### config.mk
export PLATFORM = sky130hd
export DESIGN_NAME = genius_ctrl
export DESIGN_NICKNAME = d
export VERILOG_FILES = /design/src/rtl/genius_ctrl.sv
export SDC_FILE = /design/constraint.sdc
export NUM_CORES = 1
export LEC_CHECK = 0
export ABC_CLOCK_PERIOD_IN_PS = 3200
export CAP_MARGIN = 40
export CORE_ASPECT_RATIO = 0.6
export CORE_UTILIZATION = 59
export DETAILED_ROUTE_END_ITERATION = 12
export HOLD_SLACK_MARGIN = 0.15
export PLACE_DENSITY = 0.81
export SETUP_SLACK_MARGIN = 0.5
export SYNTH_ARGS = -nofsm -noshare
export SYNTH_HDL_FRONTEND = slang
export SYNTH_SLANG_ARGS = --single-unit
### constraint.sdc
create_clock -name clk -period 3.2 [get_ports clk]
set_clock_uncertainty 0.05 [all_clocks]
set_input_delay 0.96 -clock clk [delete_from_list [all_inputs] [get_ports clk]]
set_output_delay 0.96 -clock clk [all_outputs]
set_load 0.03 [all_outputs]
### src/rtl/genius_ctrl.sv
// Round sequencer for a Simon-style game: plays the first `round` steps of the
// sequence table on the LEDs, then checks the player's presses against it.
module genius_ctrl #(
  parameter int SHOW_CYCLES    = 25000000,
  parameter int GAP_CYCLES     = 12500000,
  parameter int TIMEOUT_CYCLES = 250000000,
  parameter int MAX_ROUND      = 16
) (
  input  logic       clk,
  input  logic       rst_n,
  input  logic       start,
  input  logic [3:0] btn_pulse,
  output logic [3:0] seq_addr,
  input  logic [3:0] seq_data,
  output logic [3:0] led,
  output logic [4:0] round,
  output logic       busy,
  output logic       win,
  output logic       lose
);

  localparam int MAX_SG = (SHOW_CYCLES > GAP_CYCLES) ? SHOW_CYCLES : GAP_CYCLES;
  localparam int MAX_P  = (MAX_SG > TIMEOUT_CYCLES) ? MAX_SG : TIMEOUT_CYCLES;
  localparam int TW     = (MAX_P > 1) ? $clog2(MAX_P) : 1;

  localparam logic [TW-1:0] SHOW_LAST = TW'(SHOW_CYCLES - 1);
  localparam logic [TW-1:0] GAP_LAST  = TW'(GAP_CYCLES - 1);
  localparam logic [TW-1:0] TOUT_LAST = TW'(TIMEOUT_CYCLES - 1);
  localparam logic [4:0]    MAX_R     = 5'(MAX_ROUND);

  typedef enum logic [2:0] {IDLE, SHOW, GAP, WAIT_IN, PAUSE, WIN, LOSE} state_t;

  state_t        state, state_nx;
  logic [3:0]    idx, idx_nx;
  logic [TW-1:0] timer, timer_nx;
  logic [4:0]    round_nx;
  logic [3:0]    led_nx;
  logic [4:0]    idx_inc;

  assign seq_addr = idx;
  assign idx_inc  = {1'b0, idx} + 5'd1;

  always_ff @(posedge clk or negedge rst_n) begin
    if (!rst_n) begin
      state <= IDLE;
      idx   <= '0;
      timer <= '0;
      round <= '0;
      led   <= '0;
      busy  <= 1'b0;
      win   <= 1'b0;
      lose  <= 1'b0;
    end else begin
      state <= state_nx;
      idx   <= idx_nx;
      timer <= timer_nx;
      round <= round_nx;
      led   <= led_nx;
      busy  <= !(state_nx inside {IDLE, WIN, LOSE});
      win   <= (state_nx == WIN);
      lose  <= (state_nx == LOSE);
    end
  end

  // idx is advanced when a step's lit time ends rather than when its gap ends,
  // so the table already presents the next colour and the LED lights on the
  // very edge that enters SHOW. idx is also parked at 0 in IDLE/WIN/LOSE/PAUSE.
  always_comb begin
    state_nx = state;
    idx_nx   = idx;
    timer_nx = timer;
    round_nx = round;
    led_nx   = led;
    case (state)
      IDLE, WIN, LOSE: begin
        if (state == IDLE) led_nx = '0;
        if (state == WIN)  led_nx = 4'hf;
        if (start) begin
          state_nx = SHOW;
          round_nx = 5'd1;
          idx_nx   = '0;
          timer_nx = '0;
          led_nx   = seq_data;
        end
      end
      SHOW: begin
        led_nx   = seq_data;
        timer_nx = timer + TW'(1);
        if (timer == SHOW_LAST) begin
          state_nx = GAP;
          led_nx   = '0;
          timer_nx = '0;
          idx_nx   = (idx_inc < round) ? idx + 4'd1 : 4'd0;
        end
      end
      GAP: begin
        led_nx   = '0;
        timer_nx = timer + TW'(1);
        if (timer == GAP_LAST) begin
          timer_nx = '0;
          if (idx != 4'd0) begin
            state_nx = SHOW;
            led_nx   = seq_data;
          end else begin
            state_nx = WAIT_IN;
          end
        end
      end
      WAIT_IN: begin
        led_nx   = '0;
        timer_nx = timer + TW'(1);
        if (btn_pulse != 4'd0) begin
          timer_nx = '0;
          if (btn_pulse == seq_data) begin
            if (idx_inc == round && round == MAX_R) begin
              state_nx = WIN;
              led_nx   = 4'hf;
              idx_nx   = '0;
            end else if (idx_inc == round) begin
              state_nx = PAUSE;
              round_nx = round + 5'd1;
              idx_nx   = '0;
            end else begin
              idx_nx = idx + 4'd1;
            end
          end else begin
            state_nx = LOSE;
            led_nx   = seq_data;
            idx_nx   = '0;
          end
        end else if (timer == TOUT_LAST) begin
          state_nx = LOSE;
          led_nx   = seq_data;
          idx_nx   = '0;
          timer_nx = '0;
        end
      end
      PAUSE: begin
        led_nx   = '0;
        timer_nx = timer + TW'(1);
        if (timer == GAP_LAST) begin
          state_nx = SHOW;
          timer_nx = '0;
          led_nx   = seq_data;
        end
      end
      default: state_nx = IDLE;
    endcase
  end

endmodule

* Yosys cells after proc, flatten, opt, wreduce, memory -nomap -nowiden
Index checks and enable logic that the tools add are counted.
Storage, ports and cells: bits in latches 0, memories 0, bits of input ports 11, bits in registers 47, logic and storage cells 96, memory bits (writable) 0, memory bits (read-only) 0
Cells by class: mux-type cells 44, $lt $le $gt $ge 1, multipliers 0, bitwise operators 0, add/sub/neg operators 4, shift operators 0, reductions and logical operators 17, divide/modulo/power cells 0, eq/ne operators 22
Operators by type and width (number):
- 28-bit two-way mux | 5
- 28-bit one-hot mux with 4 select lines | 1
- 4-bit two-way mux | 19
- 28-bit by 1-bit adder with 28-bit output, second input constant | 1
- 28-bit by 24-bit equality test with 1-bit output, second input constant | 1
- 28-bit by 25-bit equality test with 1-bit output, second input constant | 1
- 28-bit equality test, second input constant | 1
- 3-bit two-way mux | 9
- 5-bit two-way mux | 5
- 4-bit one-hot mux with 5 select lines | 1
- 3-bit equality test, second input constant | 5
- 3-bit one-hot mux with 5 select lines | 1
- 2-bit inequality test, second input constant | 6
- 4-bit one-hot mux with 3 select lines | 1
- 4-bit nonzero test | 3
- 5-bit one-hot mux with 2 select lines | 1
- 3-bit by 2-bit equality test with 1-bit output, second input constant | 2
- 3-bit zero test | 2
- 6-bit AND reduction | 1
- 3-bit nonzero test | 2
- 4-bit by 1-bit adder with 5-bit output, second input constant | 1
- 5-bit by 1-bit adder with 5-bit output, second input constant | 1
- 5-bit equality test | 1
- 5-bit equality test, second input constant | 1
- 15 further kinds | 16

* Logic depth before layout (Yosys ltp)
Gate-level depths: netlist of run 1.
depth in word-level cells 10, gate-level depth with buffers 9, mapped depth without buffers 9

* Worst setup path before layout of run 1
No wires, ideal clock.
kind input port to flip-flop, from input btn_pulse[0], to register round[3], arrival time 2.530 ns, path slack 0.495 ns, stages 6, cells stage by stage or4_1 and3_1 and4bb_2 mux2i_1 or4_1 nand3_1
On the way: word-level cells in the longest chain between the ends 3
RTL lines:
- from (decl) | line 12 | input logic [3:0] btn_pulse,
- 4-bit equality test / 4-bit nonzero test (equally long branches) | line 114, 112
- 2-bit inequality test (no source line)
- 6-bit AND reduction (no source line) *
- to (signal assigned) | line 57 | round <= round_nx;
- to (decl) | line 16 | output logic [4:0] round,
Mark *: on every way between the ends. The rest lies on a longest branch, timed or not. A chain may end at the register's enable or synchronous reset.

* Final worst setup path of run 1
from input btn_pulse[0], to register led[3]
On the way: word-level cells in the longest chain between the ends 4
RTL lines:
- 4-bit equality test | line 114 | if (btn_pulse == seq_data) begin
- 4-bit two-way mux | line 114
- 4-bit two-way mux * | line 112 | if (btn_pulse != 4'd0) begin
- 4-bit one-hot mux with 5 select lines * | line 74 | case (state)
- to (signal assigned) | line 58 | led <= led_nx;
- to (decl) | line 15 | output logic [3:0] led,
Marks and branches as above.

==> results.json, run 1 <==
{
  "wirelength_mm": 9.24,
  "die-area_um2": 5810,
  "min_period_ns": 2.70,
  "yosysSeqAreaShare_pct": 36.3,
  "vias": 3187,
  "drive_gt1_share_pct": 19.0,
  "synth_nets": 393,
  "synthFlopType": "dfrtp_1",
  "core.rowCount": 20,
  "critPathRequiredTime_ns": 3.35,
  "cts_root_buf": "clkbuf_8",
  "routedWlPerCell_um": 19.0,
  "instances_no_fill": 487,
  "cp.buffers_inverters": 2,
  "fmax_mhz": 370,
  "cts_tree": "built",
  "cts.sinks": 47,
  "cp_top_family": "compound AO/OA/AOI/OAI gates",
  "core_area_um2": 5180,
  "ant_nets": 0,
  "synthTopCellsByArea": "dfrtp_1 36%, xnor2_1 5.9%, nor2_1 5.0%",
  "start_util_pct": 62.6,
  "antenna_found_initial": 0,
  "worstMarginPinSlew_ns": 0.765,
  "cts_hold_buffers": 0,
  "synth_edf_count": 0,
  "grt_pass1_wl_mm": 14.4,
  "clk_latency_ns": 0.31,
  "ys_async_sr_fraction_pct": 100,
  "vias_per_cell": 6.54,
  "criticalPathCategory": "input pin to register",
  "violations": "design-rule violations",
  "grt-ovfl-total": 0,
  "area_delta_synth_final_pct": 25.2,
  "gp_congestion": 0.897,
  "portBuffers": 26,
  "nNetsFinal": 441,
  "leakagePower_nw": 1.70,
  "die_h_um": 59.4,
  "cts_buffer_depth": 2,
  "yosysTopAreaCell": "dfrtp_1",
  "grt_max_degree": 31,
  "status": "finished, violations left",
  "groute.usage.overall_pct": 32.6,
  "io_pins": 27,
  "drcViolationCount": 6,
  "p_per_area_nw_per_um2": 661,
  "hold_path.class": "register to register",
  "crit_chain": "dlygate4sd2_1, or4_4, buf_4, a21oi_2, a311oi_1, a211o_1, a221o_1",
  "die_w_um": 97.7,
  "dp.cells": 470,
  "post-route-period-util_pct": 84.4,
  "avgSynthCellArea_um2": 8.72,
  "slew_viol_final": 0,
  "max-cap-violations": 0,
  "grt_pass1_vias": 2762,
  "yosysTopAreaCellShare_pct": 36.3,
  "rsz0062_at_grt": "yes",
  "synth.distinct_cells": 57,
  "first_pass_iters": 9,
  "max_stage_delay_ns": 0.55,
  "antennaDiodeCount": 0,
  "cts_buffers": 5,
  "hold_slack_ns": 0.486,
  "cp_data_arrival_time_ns": 2.85,
  "clkTransAtPathRegs_ns": 0.10,
  "max-vdd-ir-drop_mv": 0.493,
  "ys_ff_latch": 47,
  "synth_area_um2": 3240,
  "crit_path_start_kind": "input pin",
  "endpoint_kind": "register",
  "hold_viol": 0,
  "ys.warnings.count": 0,
  "hpwl_mm": 6.38,
  "cts_max_level": 2,
  "maxSlewHeadroom_pct": 48.6,
  "crit_fanout": 4,
  "critPathSlowestCell": "or4_4",
  "finalSetupViolCount": 0,
  "synthCells": 372,
  "drt_iter0_markers": 367
}
==> cell families (layout without fill, tap and decap cells) <==
| family | Yosys count | count (layout) | synth area share, % |
|---|---|---|---|
| AOI/OAI and AO/OA | 73 | 73 | 16.4 |
| xor gates and xnor gates | 29 | 29 | 7.83 |
| adders and majority gates | 11 | 11 | 4.17 |
| buffers and inverters | 32 | 81 | 4.24 |
| DFF | 47 | 47 | 36.3 |
| muxes | 4 | 4 | 1.23 |
| and+or+nand+nor | 176 | 176 | 29.9 |
==> path summary, 6_finish.rpt <==
check / start / to / slack [ns] / cells after the start
worst max-delay path: btn_pulse[0] / led[3] / 0.50 / 7
worst min register to register: timer[0] / timer[0] / 0.49 / 1
worst max register to register: timer[6] / timer[4] / 0.55 / 7
min in group asynchronous: rst_n / timer[11] / 0.51 / 1
max in group asynchronous: rst_n / round[1] / 1.83 / 2
worst min-delay path: timer[0] / timer[0] / 0.49 / 1
==> Yosys cell counts (all sizes together) (2+ instances only) <==
cell type / count
nand2b: 2
a21oi: 12
nand2: 22
a211oi: 3
dfrtp: 47
o22a: 3
nor3: 16
mux2i: 4
nor4b: 2
o21ai: 14
and3: 10
a2111o: 2
o21a: 4
a2111oi: 2
nand3: 26
o221a: 2
xnor2: 22
buf: 8
nor2b: 7
and2: 5
o311ai: 2
xor2: 7
clkbuf: 7
ha: 10
a221o: 4
nor3b: 4
a22o: 2
inv: 17
o31a: 3
a211o: 4
o31ai: 2
nand4: 10
or3: 4
nor4: 9
and4: 5
nand4bb: 3
a31oi: 3
nor2: 43
a21o: 6
or4: 4
==> flip-flops by register name (all words and copies together), names as in the netlist <==
name,flops
led,4
lose,1
state,3
round,5
win,1
busy,1
seq_addr,4
timer,28
==> final cells by class <==
| class | instances | area (µm²) |
|---|---|---|
| multi-input cells | 293 | 2140 |
| clock inverters | 3 | 20.0 |
| repair buffers | 56 | 500 |
| well taps | 66 | 82.6 |
| inverters | 17 | 63.8 |
| clock buffers | 5 | 68.8 |
| flip-flops and latches | 47 | 1180 |
| fillers | 345 | 1120 |
==> where the power goes <==
group          switching (mW)  internal, mW
clock network           0.220         0.153
logic                   0.880         0.633
registers               0.113         0.686
total                    1.21          1.47
==> routing by layer <==
layer	part of all wire [%]	vias to the layer above	track usage, %
li1	-	1463	-
met5	0	-	0
met2	41	186	46.6
met1	47	1526	51.1
met3	11	12	7.31
met4	0.80	0	4.11
==> placed cells by master, fill, tap and decap left out, types with 13 or more instances in the layout <==
master	count
dfrtp_1	43
xnor2_1	21
clkdlybuf4s50_1	16
nand2_1	22
buf_4	29
inv_1	17
nor3_1	13
o21ai_0	14
nor2_1	42
nand3_1	24
==> per-stage QoR <==
step	setup slack (ns)	utilization [%]	area (µm²)	TNS [ns]	total power, mW
floorplan	0.525	-	3250	0	1.74
global placement	-0.0655	71.1	3680	-0.138	2.10
detailed placement	-0.137	71.1	3680	-0.502	2.14
CTS	0.463	75.3	3900	0	2.57
global route	0.457	78.4	4060	0	2.83
finish	0.499	78.4	4060	0	2.68
==> repair_timing <==
action / in CTS / in global routing
pin swaps: 5 / 10
resized for setup: 22 / 29
setup buffers: 5 / 4
setup endpoints to repair: 44 / 42
(Power assumes the default switching activity.)
==> run 2: changes to the inputs <==
- ABC_CLOCK_PERIOD_IN_PS: 3200 -> 2300
- CORE_UTILIZATION: 59 -> 53
- PLACE_DENSITY: 0.81 -> 0.77
- clock period: 3.2 -> 2.3 ns (I/O delays scaled with it)
==> results.json, run 2 (synthesis results as in run 1) <==
{
  "p_per_area_nw_per_um2": 1090,
  "maxSlewHeadroom_pct": 63.8,
  "grt_pass1_wl_mm": 19.1,
  "finalSetupViolCount": 47,
  "max-vdd-ir-drop_mv": 1.09,
  "antennaDiodeCount": 0,
  "cts_max_level": 2,
  "cp_top_family": "simple AND/OR/NAND/NOR gates",
  "cts_hold_buffers": 0,
  "min_period_ns": 2.69,
  "fillers": 277,
  "cts_buffers": 5,
  "gp_congestion": 0.924,
  "grt_pass1_vias": 3746,
  "hold_slack_ns": 0.303,
  "io_pins": 27,
  "post-route-cell-area_um2": 4990,
  "cp_data_arrival_time_ns": 2.83,
  "die_h_um": 62.6,
  "fmax_mhz": 372,
  "cts_buffer_depth": 2,
  "final_cell_mix": "99 x buf_4, 43 x dfrtp_1, 26 x nor2_1",
  "ant_nets": 0,
  "vias": 4162,
  "top_register": "timer",
  "leakagePower_nw": 2.16,
  "clkTransAtPathRegs_ns": 0.09,
  "grt-ovfl-total": 0,
  "status": "finished, violations left",
  "die_w_um": 103,
  "core.rowCount": 21,
  "cp.buffers_inverters": 2,
  "placed_area_um2": 4290,
  "first_pass_iters": 8,
  "vias_per_cell": 7.05,
  "worst_slack_ns": -0.390,
  "hold_path.class": "input pin to async pin",
  "core_area_um2": 5730,
  "max-cap-violations": 0,
  "area_delta_synth_final_pct": 53.9,
  "critPathSlowestCell": "or4_4",
  "nNetsFinal": 530,
  "antenna_found_initial": 0,
  "routedWlPerCell_um": 24.4,
  "critPathRequiredTime_ns": 2.44,
  "final_common_cell": "buf_4",
  "drive_gt1_share_pct": 43.5,
  "clk_latency_ns": 0.31,
  "crit_top_cell": "buf_6",
  "setup_tns_ns": -13.60,
  "slew_viol_final": 0,
  "reg_top3": "timer (28), round (5)",
  "start_util_pct": 56.6,
  "cts_root_buf": "clkbuf_8",
  "crit_path_start_kind": "register",
  "path_depth": 8,
  "rsz0062_at_grt": "yes",
  "portBuffers": 26,
  "cts_tree": "built",
  "die-area_um2": 6450,
  "criticalPathCategory": "register to register",
  "endpoint_kind": "register",
  "crit_chain": "or4_4, nor4b_4, nand3_2, a211oi_4, buf_6, buf_6, nor2_4, a211o_1",
  "crit_fanout": 5,
  "hpwl_mm": 7.26,
  "violations": "negative setup slack",
  "largest_reg_flops": 28,
  "p_total_mw": 5.45,
  "drt_iter0_markers": 584,
  "post-route-period-util_pct": 117,
  "cts.sinks": 47,
  "drcViolationCount": 0,
  "wirelength_mm": 14.4,
  "hold_viol": 0,
  "groute.usage.overall_pct": 39.4,
  "reg2reg_depth": 8,
  "worstMarginPinSlew_ns": 0.543,
  "grt_max_degree": 48,
  "max_stage_delay_ns": 0.59
}
-- run 2: worst register-to-register path, delay by kind of cell (launching register included) --
kind	cells	cell delay, ns
flops	1	0.39
buf+inv	2	0.32
compound gates	2	0.58
simple gates	4	1.24
-- run 2: area by class of cell --
| type | instances | area, µm² | area share (%) |
|---|---|---|---|
| clock buffers | 6 | 82.6 | 1.65 |
| well taps | 80 | 100 | 2.01 |
| inverters | 17 | 68.8 | 1.38 |
| flip-flops and latches | 47 | 1180 | 23.7 |
| clock inverters | 2 | 35.0 | 0.702 |
| repair buffers | 142 | 1160 | 23.3 |
| multi-input cells | 296 | 2360 | 47.3 |
-- run 2: layer usage --
metal  GRT usage, %  wire length (µm)  up-vias
li1               -                 -     1652
met1           56.7              5320     1913
met2           55.8              5730      440
met3           12.1              2290      157
met4           13.4              1060        0
met5              0                 0        -
-- run 2: what timing repair did --
action                     4_1_cts  5_1_grt
setup buffers                   19       12
setup endpoints to repair       63       58
hold endpoints to repair         0        0
pin swaps                       37       17
gates resized for setup        105       65
cloned                           4        0
-- run 2: path summary, 6_finish.rpt --
check / slack, ns / startpoint / end
setup / recovery: -0.39 / timer[6] / timer[4]
hold / removal: 0.30 / rst_n / timer[0]
setup reg to reg: -0.39 / timer[6] / timer[4]
hold reg to reg: 0.57 / round[4] / round[4]
max in group asynchronous: 1.66 / rst_n / seq_addr[0]
min in group clk: 0.57 / round[4] / round[4]
-- run 2: metrics by stage --
| step | cells | util, % | setup WS (ns) |
|---|---|---|---|
| detailed placement | 547 | 74.9 | -0.593 |
| global route | 590 | 87.1 | -0.419 |
| finish | 590 | 87.1 | -0.390 |
| global placement | 547 | 74.9 | -0.555 |
| CTS | 578 | 82.7 | -0.210 |
| floorplan | 372 | - | -0.0809 |
-- run 2: power breakdown --
part | leakage [nW] | internal [mW] | switching [mW]
Clock | 0.0612 | 0.352 | 0.292
Sequential | 0.626 | 0.958 | 0.162
Combinational | 1.48 | 1.61 | 2.08
==> run 3: changes to the inputs <==
- CORE_MARGIN: default -> 4
==> results.json, run 3 (synthesis results as in run 1) <==
{
  "fillers": 294,
  "first_pass_iters": 7,
  "antennaDiodeCount": 0,
  "criticalPathCategory": "register to register",
  "slew_viol_final": 0,
  "endpoint_kind": "register",
  "start_util_pct": 56.4,
  "routedWlPerCell_um": 20.9,
  "post-route-cell-area_um2": 4870,
  "grt_pass1_vias": 3533,
  "nNetsFinal": 521,
  "grt-ovfl-total": 0,
  "largest_reg_flops": 28,
  "clkTransAtPathRegs_ns": 0.09,
  "wirelength_mm": 12.2,
  "io_pins": 27,
  "cts_tree": "built",
  "reg_top3": "timer (28), round (5)",
  "drive_gt1_share_pct": 39.3,
  "top_register": "timer",
  "core.rowCount": 21,
  "p_per_area_nw_per_um2": 973,
  "hpwl_mm": 7.43,
  "clk_latency_ns": 0.31,
  "grt_max_degree": 33,
  "min_period_ns": 2.65,
  "post-route-period-util_pct": 115,
  "crit_path_start_kind": "register",
  "status": "finished, violations left",
  "placed_area_um2": 4330,
  "die_h_um": 68.6,
  "hold_viol": 0,
  "vias": 3811,
  "core_area_um2": 5750,
  "hold_path.class": "input pin to async pin",
  "cts.sinks": 47,
  "max-vdd-ir-drop_mv": 0.791,
  "final_cell_mix": "96 x buf_4, 42 x dfrtp_1, 40 x nor2_1",
  "cts_buffers": 5,
  "cts_hold_buffers": 0,
  "grt_pass1_wl_mm": 18.3,
  "cts_buffer_depth": 2,
  "critPathRequiredTime_ns": 2.44,
  "cts_root_buf": "clkbuf_8",
  "die-area_um2": 7480,
  "seqCellArea_um2": 1180,
  "violations": "negative setup slack",
  "cts_max_level": 2,
  "drt_iter0_markers": 439,
  "setup_tns_ns": -7.66,
  "area_delta_synth_final_pct": 50.2,
  "rsz0062_at_grt": "yes",
  "antenna_found_initial": 0,
  "drcViolationCount": 0,
  "crit_fanout": 4,
  "gp_congestion": 0.994,
  "finalSetupViolCount": 47,
  "maxSlewHeadroom_pct": 60.5,
  "fmax_mhz": 378,
  "worst_slack_ns": -0.348,
  "final_common_cell": "buf_4",
  "r2r_slack_ns": -0.35,
  "cp_data_arrival_time_ns": 2.79,
  "max-cap-violations": 0,
  "portBuffers": 26,
  "vias_per_cell": 6.56,
  "leakagePower_nw": 2.13,
  "multi_input_area_um2": 2300,
  "groute.usage.overall_pct": 32.0,
  "ant_nets": 0,
  "die_w_um": 109,
  "worstMarginPinSlew_ns": 0.588
}
-- run 3: cell count changes in the layout (fill, tap and decap cells not counted), sizes merged --
cell           delta
buf               -8
clkdlybuf4s15     +2
dlygate4sd2       -2
and2              -1
bufinv            -1
clkbuf            +1
clkdlybuf4s18     +1
clkinv            -1
-- run 3: metrics by stage --
stage               hold WS, ns  power [mW]  instances  worst slack (ns)  utilization, %
CTS                       0.251        4.38        577            -0.217            82.1
global placement          0.507        3.35        550            -0.553            75.2
finish                    0.236        4.74        581            -0.348            84.6
global route              0.259        4.94        581            -0.379            84.6
floorplan                 0.344        2.60        372           -0.0809               -
detailed placement        0.510        3.41        550            -0.610            75.2
-- run 3: path summary, 6_finish.rpt --
check / from / end / cells after the start
worst max-delay path: timer[7] / led[0] / 7
worst min-delay path: rst_n / timer[1] / 1
worst max register to register: timer[7] / led[0] / 7
worst min register to register: round[2] / round[2] / 3
max in group asynchronous: rst_n / round[0] / 2
min in group clk: round[2] / round[2] / 3
-- run 3: critical path: stages, from the launching register on --
cell	delay (ns)
dfrtp_1	0.40
or4_4	0.59
nor4b_4	0.32
buf_4	0.18
a31oi_4	0.08
o21a_1	0.21
a211o_1	0.37
a221o_1	0.34
-- run 3: final cells by class --
class,instances,area share [%]
multi-input cells,295,47.2
flip-flops and latches,47,24.3
repair buffers,134,23.0
clock buffers,8,2.06
well taps,80,2.06
inverters,17,1.41
-- run 3: repair_timing --
action	in CTS	in global routing
endpoints found under the setup margin	63	58
setup buffers	17	4
gates resized for setup	108	37
hold endpoints to repair	0	0
gates cloned	2	0
pin swaps	24	15
-- run 3: report_power, final --
group	leakage [nW]	switching (mW)	internal [mW]
Sequential	0.626	0.158	0.959
Combinational	1.45	1.67	1.38
Clock	0.0515	0.291	0.275
Total	2.13	2.12	2.62
-- run 3: routing by layer --
layer / up-vias / part of all wire (%) / track usage [%]
li1: 1628 / - / -
met1: 1838 / 42 / 46.3
met2: 287 / 42 / 48.4
met3: 58 / 13 / 7.26
met4: 0 / 3.0 / 8.66
met5: - / 0 / 0
